$ cat src/rtl/mips_cpu_ctrl_fsm.sv
// Multicycle control sequencer for the MIPS core.
// Steps each instruction through FETCH/DECODE/EXEC/MEM/WB and drives the
// memory strobes, IR/PC enables, PC source and register-file write controls.
//
// Memory handshake: a read or write strobe, once raised, is held together
// with the address select until a cycle where waitrequest=0; that cycle
// completes the transfer and the FSM advances on the next clock edge.
// Strobes are combinational from the registered state (Mealy completion),
// so they stay constant across a stall and drop as soon as rst_n goes low.
module mips_cpu_ctrl_fsm #(
    parameter bit HALT_ON_PC_ZERO = 1'b1,
    parameter int STATE_W         = 3
) (
    input  logic               clk,
    input  logic               rst_n,
    input  logic [5:0]         opcode,
    input  logic [5:0]         funct,
    input  logic               waitrequest,
    input  logic               branch_taken,
    input  logic               pc_zero,
    output logic               active,
    output logic [STATE_W-1:0] state,
    output logic               mem_read,
    output logic               mem_write,
    output logic               mem_addr_sel,
    output logic               ir_write,
    output logic               pc_write,
    output logic [1:0]         pc_src,
    output logic               reg_write_en,
    output logic [1:0]         reg_dst_sel
);

    typedef enum logic [2:0] {
        S_FETCH  = 3'd0,
        S_DECODE = 3'd1,
        S_EXEC   = 3'd2,
        S_MEM    = 3'd3,
        S_WB     = 3'd4,
        S_HALT   = 3'd5
    } state_e;

    typedef enum logic [3:0] {
        C_NONE,
        C_ALU_R,
        C_JR,
        C_JALR,
        C_ALU_I,
        C_LOAD,
        C_STORE,
        C_BRANCH,
        C_J,
        C_JAL,
        C_ILLEGAL
    } class_e;

    state_e state_q, state_d;
    class_e class_q, class_d;
    class_e dec_class;

    logic       mem_read_c;
    logic       mem_write_c;
    logic       mem_addr_sel_c;
    logic       ir_write_c;
    logic       pc_write_c;
    logic [1:0] pc_src_c;
    logic       reg_write_en_c;

    // State and latched instruction class registers.
    always_ff @(posedge clk or negedge rst_n) begin
        if (!rst_n) begin
            state_q <= S_FETCH;
            class_q <= C_NONE;
        end else begin
            state_q <= state_d;
            class_q <= class_d;
        end
    end

    // Instruction class decode from the IR fields.
    always_comb begin
        dec_class = C_ILLEGAL;
        case (opcode) inside
            6'h00: begin
                if (funct == 6'h08)      dec_class = C_JR;
                else if (funct == 6'h09) dec_class = C_JALR;
                else                     dec_class = C_ALU_R;
            end
            6'h01, [6'h04:6'h07]: dec_class = C_BRANCH;
            6'h02:                dec_class = C_J;
            6'h03:                dec_class = C_JAL;
            [6'h08:6'h0F]:        dec_class = C_ALU_I;
            [6'h20:6'h26]:        dec_class = C_LOAD;
            6'h28, 6'h29, 6'h2B:  dec_class = C_STORE;
            default:              dec_class = C_ILLEGAL;
        endcase
    end

    // Next-state and strobe generation.
    always_comb begin
        state_d        = state_q;
        class_d        = class_q;
        mem_read_c     = 1'b0;
        mem_write_c    = 1'b0;
        mem_addr_sel_c = 1'b0;
        ir_write_c     = 1'b0;
        pc_write_c     = 1'b0;
        pc_src_c       = 2'b00;
        reg_write_en_c = 1'b0;
        case (state_q)
            S_FETCH: begin
                if (HALT_ON_PC_ZERO && pc_zero) begin
                    state_d = S_HALT;
                end else begin
                    mem_read_c = 1'b1;
                    if (!waitrequest) begin
                        ir_write_c = 1'b1;
                        pc_write_c = 1'b1;
                        state_d    = S_DECODE;
                    end
                end
            end
            S_DECODE: begin
                class_d = dec_class;
                state_d = (dec_class == C_ILLEGAL) ? S_HALT : S_EXEC;
            end
            S_EXEC: begin
                state_d = S_FETCH;
                case (class_q)
                    C_BRANCH: begin
                        pc_write_c = branch_taken;
                        pc_src_c   = 2'b01;
                    end
                    C_J: begin
                        pc_write_c = 1'b1;
                        pc_src_c   = 2'b10;
                    end
                    C_JR: begin
                        pc_write_c = 1'b1;
                        pc_src_c   = 2'b11;
                    end
                    C_JAL: begin
                        pc_write_c     = 1'b1;
                        pc_src_c       = 2'b10;
                        reg_write_en_c = 1'b1;
                    end
                    C_JALR: begin
                        pc_write_c     = 1'b1;
                        pc_src_c       = 2'b11;
                        reg_write_en_c = 1'b1;
                    end
                    C_LOAD, C_STORE:  state_d = S_MEM;
                    C_ALU_R, C_ALU_I: state_d = S_WB;
                    default:          state_d = S_HALT;
                endcase
            end
            S_MEM: begin
                mem_addr_sel_c = 1'b1;
                mem_read_c     = (class_q == C_LOAD);
                mem_write_c    = (class_q == C_STORE);
                if (!waitrequest) begin
                    state_d = (class_q == C_LOAD) ? S_WB : S_FETCH;
                end
            end
            S_WB: begin
                reg_write_en_c = 1'b1;
                state_d        = S_FETCH;
            end
            S_HALT: begin
                state_d = S_HALT;
            end
            default: begin
                state_d = S_HALT;
            end
        endcase
    end

    // Output stage: strobes are forced low while reset is asserted so an
    // in-flight transfer is abandoned immediately.
    always_comb begin
        mem_read     = mem_read_c & rst_n;
        mem_write    = mem_write_c & rst_n;
        mem_addr_sel = mem_addr_sel_c & rst_n;
        ir_write     = ir_write_c & rst_n;
        pc_write     = pc_write_c & rst_n;
        pc_src       = rst_n ? pc_src_c : 2'b00;
        reg_write_en = reg_write_en_c & rst_n;
    end

    // Destination select follows the latched class in every state.
    always_comb begin
        case (class_q)
            C_ALU_R, C_JALR: reg_dst_sel = 2'b01;
            C_JAL:           reg_dst_sel = 2'b10;
            default:         reg_dst_sel = 2'b00;
        endcase
    end

    assign active = (state_q != S_HALT);
    assign state  = STATE_W'(state_q);

endmodule

$ cat config.mk
export PLATFORM = sky130hd
export DESIGN_NAME = mips_cpu_ctrl_fsm
export DESIGN_NICKNAME = d
export VERILOG_FILES = /design/src/rtl/mips_cpu_ctrl_fsm.sv
export SDC_FILE = /design/constraint.sdc
export NUM_CORES = 1
export LEC_CHECK = 0
export ABC_CLOCK_PERIOD_IN_PS = 1600
export CORE_MARGIN = 8
export CORE_UTILIZATION = 39
export DETAILED_ROUTE_END_ITERATION = 8
export PLACE_DENSITY = 0.76
export SLEW_MARGIN = 0
export SYNTH_ARGS = -nofsm -noshare
export SYNTH_HDL_FRONTEND = slang
export SYNTH_SLANG_ARGS = --single-unit
$ cat constraint.sdc
create_clock -name clk -period 1.6 [get_ports clk]
set_input_delay 0.48 -clock clk [delete_from_list [all_inputs] [get_ports clk]]
set_output_delay 0.48 -clock clk [all_outputs]
set_load 0.01 [all_outputs]
# Yosys cells after proc, flatten, opt, wreduce, memory -nomap -nowiden
# Index checks and enable logic that the tools add are counted.
classes:
  magnitude_cmp: 6
  n_eq_ne: 25
  mux: 31
  n_bitwise: 6
  reduce_logical: 16
op_table:
  columns: ["op", "n"]
  rows:
  - ["two-way mux 4 bit", 7]
  - ["== test 6 bit (second input constant)", 3]
  - ["== test 4 x 3 -> 1 bit (second input constant)", 4]
  - ["two-way mux 3 bit", 5]
  - ["one-hot mux 3 bit (5 select lines)", 1]
  - ["OR reduction 2 bit", 7]
  - ["== test 4 bit (second input constant)", 3]
  - ["== test 6 x 2 -> 1 bit (second input constant)", 2]
  - ["== test 6 x 4 -> 1 bit (second input constant)", 2]
  - ["one-hot mux 3 bit (3 select lines)", 1]
  - ["== test 4 x 2 -> 1 bit (second input constant)", 2]
  - ["two-way mux 2 bit", 4]
  - ["one-hot mux 1 bit (2 select lines)", 4]
  - ["two-way mux 1 bit", 7]
  - ["AND 1 bit", 6]
  - ["== test 3 x 2 -> 1 bit (second input constant)", 2]
  - ["== test 6 x 1 -> 1 bit (second input constant)", 1]
  - [">= comparator 6 x 3 -> 1 bit (second input constant)", 1]
  - [">= comparator 6 x 4 -> 1 bit (second input constant)", 1]
  - [">= comparator 6 bit (second input constant)", 1]
  - ["<= comparator 6 x 3 -> 1 bit (second input constant)", 1]
  - ["<= comparator 6 x 4 -> 1 bit (second input constant)", 1]
  - ["<= comparator 6 bit (second input constant)", 1]
  - ["zero test 6 bit", 1]
  - ["other kinds (13)", 16]
totals:
  regBits: 7
  inputBits: 17
  elab_cells: 86

# Logic depth before layout (Yosys ltp)
logic_depth:
  ltp_word: 12
  depth_mapped: 5
  depth_no_buf: 4

# Worst setup path after synthesis
# No wires, ideal clock.
synth_timing:
  path_kind: "flip-flop to output port"
  startpoint: "reg state_q[2], in the netlist state[2]"
  endpoint: "out mem_write"
  arrival_time_ps: 1429
  slack_ps: -309
  path_stages_with_launch: 5
  path_buffers: 1
  path_cell_list: "dfrtp_1 > clkbuf_1 > nand2b_1 > nor2_1 > nor4bb_1"
synth_between:
  elab_chain_len: 3
synth_rtl:
  columns: ["element", "line_no", "source"]
  rows:
  - ["start: declaration", "56", "state_e state_q, state_d;"]
  - ["start signal: assignment", "74", "state_q <= state_d;"]
  - ["== test 3 x 2 -> 1 bit", "109", "case (state_q)"]
  - ["two-way mux 1 bit", "109", null]
  - ["AND 1 bit", "181", "mem_write = mem_write_c & rst_n;"]
  - ["end: declaration", "24", "output logic mem_write,"]
# Every way passes these cells.

# Worst setup path in the final report
layout_timing:
  startpoint: "reg class_q[3]"
  endpoint: "out reg_write_en"
layout_between:
  elab_chain_len: 5
  elab_cells_between_ends: 6
  cone_classes: "eq/ne: 2; mux: 2; bitwise: 1; reduce/logical: 1"
layout_rtl:
  columns: ["element", "line_no", "source"]
  rows:
  - ["start: declaration", "57", "class_e class_q, class_d;"]
  - ["start signal: assignment", "75", "class_q <= class_d;"]
  - ["== test 4 x 2 -> 1 bit / == test 4 bit (equally long branches)", "128", "case (class_q)"]
  - ["OR reduction 2 bit (no line) *", null, null]
  - ["two-way mux 1 bit *", "128", null]
  - ["one-hot mux 1 bit (2 select lines) *", "109", null]
  - ["AND 1 bit *", "186", "reg_write_en = reg_write_en_c & rst_n;"]
  - ["end: declaration", "29", "output logic reg_write_en,"]
# Mark *: on every way between the ends. The rest lies on a longest branch, timed or not.

==> results.toml <==
[synth]
synth_ff_type = "dfrtp_1"
ys_ff_latch = 7
yosys.area.top_type = "dfrtp_1"
synth_nets = 123
synth_top_area_share = 0.222
ys_warn_count = 0
synth_common_cells = "8 x nor2_1, 7 x dfrtp_1, 7 x nand2_1, 7 x nor3_1"
netlist_top_cells_area = "dfrtp_1 22%, nor3_1 4.4%, a21oi_1 3.8%"
avgSynthCellArea_um2 = 7.45
synth.most_common_cell = "nor2_1"
netlist_instances = 106
ys_types = 44
syn-cell-area_um2 = 790
synth_edf_count = 0
async_reset_ff_frac = 1.00
synth_seq_area_share = 0.222

[routing]
drt-met1-wl_um = 1320
drc_errors = 0
dr_wl_met3_um = 188
ant_nets = 0
wl_per_cell_um = 18.1
drt-total-wl_um = 3580
top_layer = "met4"
met2_length_um = 1980
drt_pass1_iterations = 4
vias = 1148
drt-initial-drc-count = 39
viasPerCell = 5.80

[worst_setup_path]
crit_path_end_kind = "output pin"
cp.required_ns = 1.12
crit_path_max_fanout = 6
startpoint_type = "flip-flop"
crit_type = "reg -> out"
cp_data_arrival_time_ns = 1.62

[timing]
hold_viol = 0
fin_tns_setup_ns = -3.48
max_slew_margin = 0.778
setup_slack_ns = -0.495
fmax_ghz = 0.477
skew_ns = 0.000871
tightest_slew_ns = 0.330
period_minus_slack_ns = 2.10
finalSetupViolCount = 12
grt_setup_unrepaired = "yes"
period_share = 1.31
slew_viol_final = 0

[global_route]
grt_pass1_wl_um = 5080
overflow = 0
grtUsageTotal = 0.181
grt_max_degree = 12
grt_pass1_vias = 1124
antenna_found_initial = 0

[floorplan]
io_pins = 31
start_util = 0.407
core_area_um2 = 1940
dieArea_um2 = 3720
die_h_um = 61.0
rows = 16
die_w_um = 61.0

[pwr]
pwr-share-clk = 0.066
p_comb_frac = 0.791
seqPwrFrac = 0.143
switchingPower_mw = 1.17
ir_drop_mv = 0.895
sw_frac_of_total = 0.450
power.density_nw_per_um2 = 1610
p_leak_nw = 0.713
p_int_mw = 1.42

[final_layout]
drive_above_1_share = 0.515
area_growth_pct = 104
antennaDiodeCount = 0
finalNetCount = 189
fillers = 123

[place]
place_hpwl_um = 2330
gp_congestion = 0.847
pre_cts_ws_ns = -0.930
io_buffers = 30

[outcome]
outcome = "finished, violations left"
violations = "negative setup slack"

[run]
maxCapViolCount = 0

[clock_tree]
numCtsBuffers = 3
insertion_delay_ns = 0.25
cts_tree = "built"
htreeDepth = 1
postCtsHoldBufs = 0
clock-root-buffer = "clkbuf_4"
clk_pin_slew_ns = 0.06
cts.sinks = 7
cts_buffer_depth = 2

[hold_path]
hold_class = "in -> async"
[logic make-up after synthesis]
group / Yosys count / synth area share
AO/OA/AOI/OAI: 30 / 0.250
XOR/XNOR: 4 / 0.0444
buffers and inverters: 15 / 0.0856
flip-flops: 7 / 0.222
multiplexers: 2 / 0.0269
AND/OR/NAND/NOR: 48 / 0.371
[stage by stage]
stage | hold slack [ns] | instances | util | instance area, um2 | power, mW
after floorplan | 0.184 | 106 | - | 881 | 1.27
after global placement | 0.619 | 182 | 0.708 | 1380 | 1.81
after detailed placement | 0.627 | 182 | 0.708 | 1380 | 1.87
after CTS | 0.432 | 196 | 0.764 | 1480 | 2.20
after global routing | 0.437 | 198 | 0.828 | 1610 | 2.73
final | 0.419 | 198 | 0.828 | 1610 | 2.59
[flip-flops by register name, summed over array words and instances, names as in the netlist]
register / count
class_q: 4
state: 3
[cells in the final DEF, fill, tap and decap left out, types with 5 or more instances in the layout]
cell type / synthesis / layout
a21oi_1: 6 / 5
buf_4: 1 / 27
clkdlybuf4s50_1: 0 / 7
buf_6: 0 / 18
dlygate4sd2_1: 0 / 6
buf_2: 6 / 8
nor2_1: 8 / 5
[final timing paths]
path	cells past startpoint	end	start	slack, ns
worst max-delay path	6	reg_write_en	class_q[3]	-0.50
worst min-delay path	3	class_q[0]	rst_n	0.42
worst max register to register	6	state[2]	state[1]	0.02
worst min register to register	3	class_q[1]	class_q[1]	0.67
max in group asynchronous	3	state[1]	rst_n	1.03
min in group clk	3	class_q[1]	class_q[1]	0.67
[per-layer routing]
metal  vias up  track usage
met1       561        0.169
met5         -            0
met4         0       0.0797
met2        51        0.371
met3         9       0.0254
li1        527            -
[repair_timing]
action	CTS	global route
setup buffers	10	4
cloned	0	0
gates resized for setup	74	31
hold endpoints to repair	0	0
pin swaps	13	15
endpoints found under the setup margin	20	18
[final cells by class]
type	count	area, um2	area share
Multi-Input combinational cell	84	727	0.452
Timing Repair Buffer	72	627	0.390
Sequential cell	7	179	0.111
Tap cell	27	33.8	0.0210
Clock buffer	4	26.3	0.0163
Inverter	4	15.0	0.00934
[power by group through the flow]
stage	logic [mW]	clock network, mW	registers, mW
after floorplan	0.925	0	0.341
after global placement	1.45	0	0.361
after detailed placement	1.51	0	0.365
after CTS	1.68	0.171	0.352
after global routing	2.16	0.179	0.387
final	2.05	0.171	0.371
[critical path, stage by stage (launching register included)]
cell and delay, ns:
dfrtp_1 0.40, buf_4 0.18, xnor2_2 0.14, nor3_2 0.15, a31oi_1 0.15, nor3b_2 0.19, buf_2 0.16
Power figures use the tool's default switching activity.
==> patch: new RTL, same flow settings <==
Change the parameter `STATE_W` from 3 to 4.
--- a/src/rtl/mips_cpu_ctrl_fsm.sv
+++ b/src/rtl/mips_cpu_ctrl_fsm.sv
@@ -9,7 +9,7 @@
 // so they stay constant across a stall and drop as soon as rst_n goes low.
 module mips_cpu_ctrl_fsm #(
     parameter bit HALT_ON_PC_ZERO = 1'b1,
-    parameter int STATE_W         = 3
+    parameter int STATE_W         = 4
 ) (
     input  logic               clk,
     input  logic               rst_n,
Interface: changed (resized state); port bits go from 31 to 32. The function was not compared with the original's and may differ.
==> patch against the original RTL <==
- the run still ends with negative setup slack left
- sequential cell count stayed put
- worst setup slack lost 0.017 ns
- count of clock-buffer cells in the layout did not move
- area after synthesis grew 1.4%
- via count rose by 2.4%
- routed wire length increased by 10%
- power increased by 7.1%
- design area is 3.3% higher
- register-to-register slack got worse by 0.15 ns
- critical path type unchanged
- highest routed layer unchanged
==> patch: results (changes against the original RTL) <==
SYN-NUM-NETS=125  # was 123
R2R-END='state_q[2]'  # was state[2]
PLACED_CELLS=183  # was 182
PIN_COUNT_OF_THE_BIGGEST_NET_ENTERING_GLOBAL_ROUTING=10  # was 12
PRE_CTS_SLACK_NS=-0.920  # was -0.930 ns
CELLS_TAKING_THE_MOST_AREA_AFTER_SYNTHESIS='sky130_fd_sc_hd__dfrtp_1 22%, sky130_fd_sc_hd__nor3_1 4.4%, sky130_fd_sc_hd__a21oi_1 3.8%, sky130_fd_sc_hd__buf_2 3.8%, sky130_fd_sc_hd__nor2_1 3.8%'  # unchanged
POST_CTS.RESIZED_INSTANCES=86  # was 74
SYN-MEAN-INSTANCE-AREA_UM2=7.41  # was 7.45 um^2
INITIALDRTVIOLATIONCOUNT=51  # was 39
CRITICAL_PATH.REG2REG.STARTPOINT='class_q[2]'  # was state[1]
NUM_ANTENNA_CELLS=0  # unchanged
SYNTH_COMMON_CELLS='8 x sky130_fd_sc_hd__nor2_1, 7 x sky130_fd_sc_hd__dfrtp_1, 7 x sky130_fd_sc_hd__nand2_1, 7 x sky130_fd_sc_hd__nor3_1'  # unchanged
YOSYS.AREA_SHARE.XOR_XNOR_PCT=4.38  # was 4.44%
VIASPERCELL=5.79  # was 5.80
LAST_WEIGHTED_CONGESTION_VALUE_OF_THE_ROUTABILITY_DRIVEN_PLACER=0.846  # was 0.847
GRT_FIRST_PASS_WIRELENGTH_UM=5080  # unchanged
FILLCELLCOUNT=104  # was 123
INSTANCE_AREA_AFTER_PLACEMENT_UM2=1380  # about the same
ROUTE.VIAS.TOTAL=1175  # was 1,148
FINAL_LAYOUT_SIZE_SUFFIX_GT1_SHARE_PCT=54.0  # was 51.5%
GRT_USE_TOTAL_PCT=17.9  # was 18.1%
LAYOUT.NETS=194  # was 189
RUN_STATUS='complete, but fails checks'  # unchanged
POWER.LEAKAGE_nW=0.742  # was 0.713 nW
FF2FF_PATH_DEPTH=7  # was 6
SYNTH.DISTINCT_CELLS=45  # was 44
DETAILED_PLACE_HPWL_UM=2300  # was 2330 um
REG2REG_SLACK_NS=-0.13  # was 0.02 ns
FINAL.SETUP.WORST_SLACK_NS=-0.513  # was -0.495 ns
SETUP-VIOLATIONS-FINAL=13  # was 12
HOLDWS_NS=0.331  # was 0.419 ns
SYNTH_SEQUENTIAL_AREA_RATIO_PCT=21.9  # was 22.2%
COMPOUND_CELL_AREA_SHARE_OF_THE_YOSYS_NETLIST_PCT=24.7  # was 25.0%
PATH_MAX_FANOUT=4  # was 6
SYNTH_MUX_AREA_SHARE_PCT=2.66  # was 2.69%
TIMING.CRITICAL_PATH.TO='reg_write_en'  # unchanged
FAILED_CHECKS='negative setup slack'  # unchanged
TNS_NS=-3.34  # was -3.48 ns
VDD_IR_DROP_MAX_V=0.000946  # was 0.000895 V
DETAIL_ROUTE.WIRELENGTH_UM=3950  # was 3580 um
VIAS_IN_THE_FIRST_GLOBAL_ROUTE=1127  # was 1,124
FINCLKSKEW_NS=0.00805  # was 0.000871 ns
==> patch: kinds of logic (layout without fill, tap and decap cells) <==
family	after synthesis	after routing
AOI/OAI and AO/OA	30	30
xor gates and xnor gates	4	4
buffers and inverters	16	84
DFF	7	7
muxes	2	2
other	1	1
and+or+nand+nor	48	48
==> patch: cell type report <==
class	instances	area (um^2)	share of cell area [%]
Multi-Input combinational cell	85	727	43.8
Timing Repair Buffer	76	682	41.0
Inverter	4	15.0	0.904
Sequential cell	7	178	10.7
Tap cell	27	33.8	2.03
Clock buffer	4	26.3	1.58
==> patch: where the power goes <==
group / leakage, nW / internal, mW / switching, mW
logic: 0.643 / 1.19 / 1.04
registers: 0.0840 / 0.271 / 0.0969
clock network: 0.0150 / 0.0962 / 0.0819
==> patch: per-layer routing <==
metal / up-vias / wire (um) / GRT usage [%]
li1: 531 / - / -
met4: 0 / 218 / 8.97
met2: 70 / 2130 / 36.7
met5: - / 0 / 0
met3: 20 / 261 / 3.13
met1: 554 / 1340 / 15.9
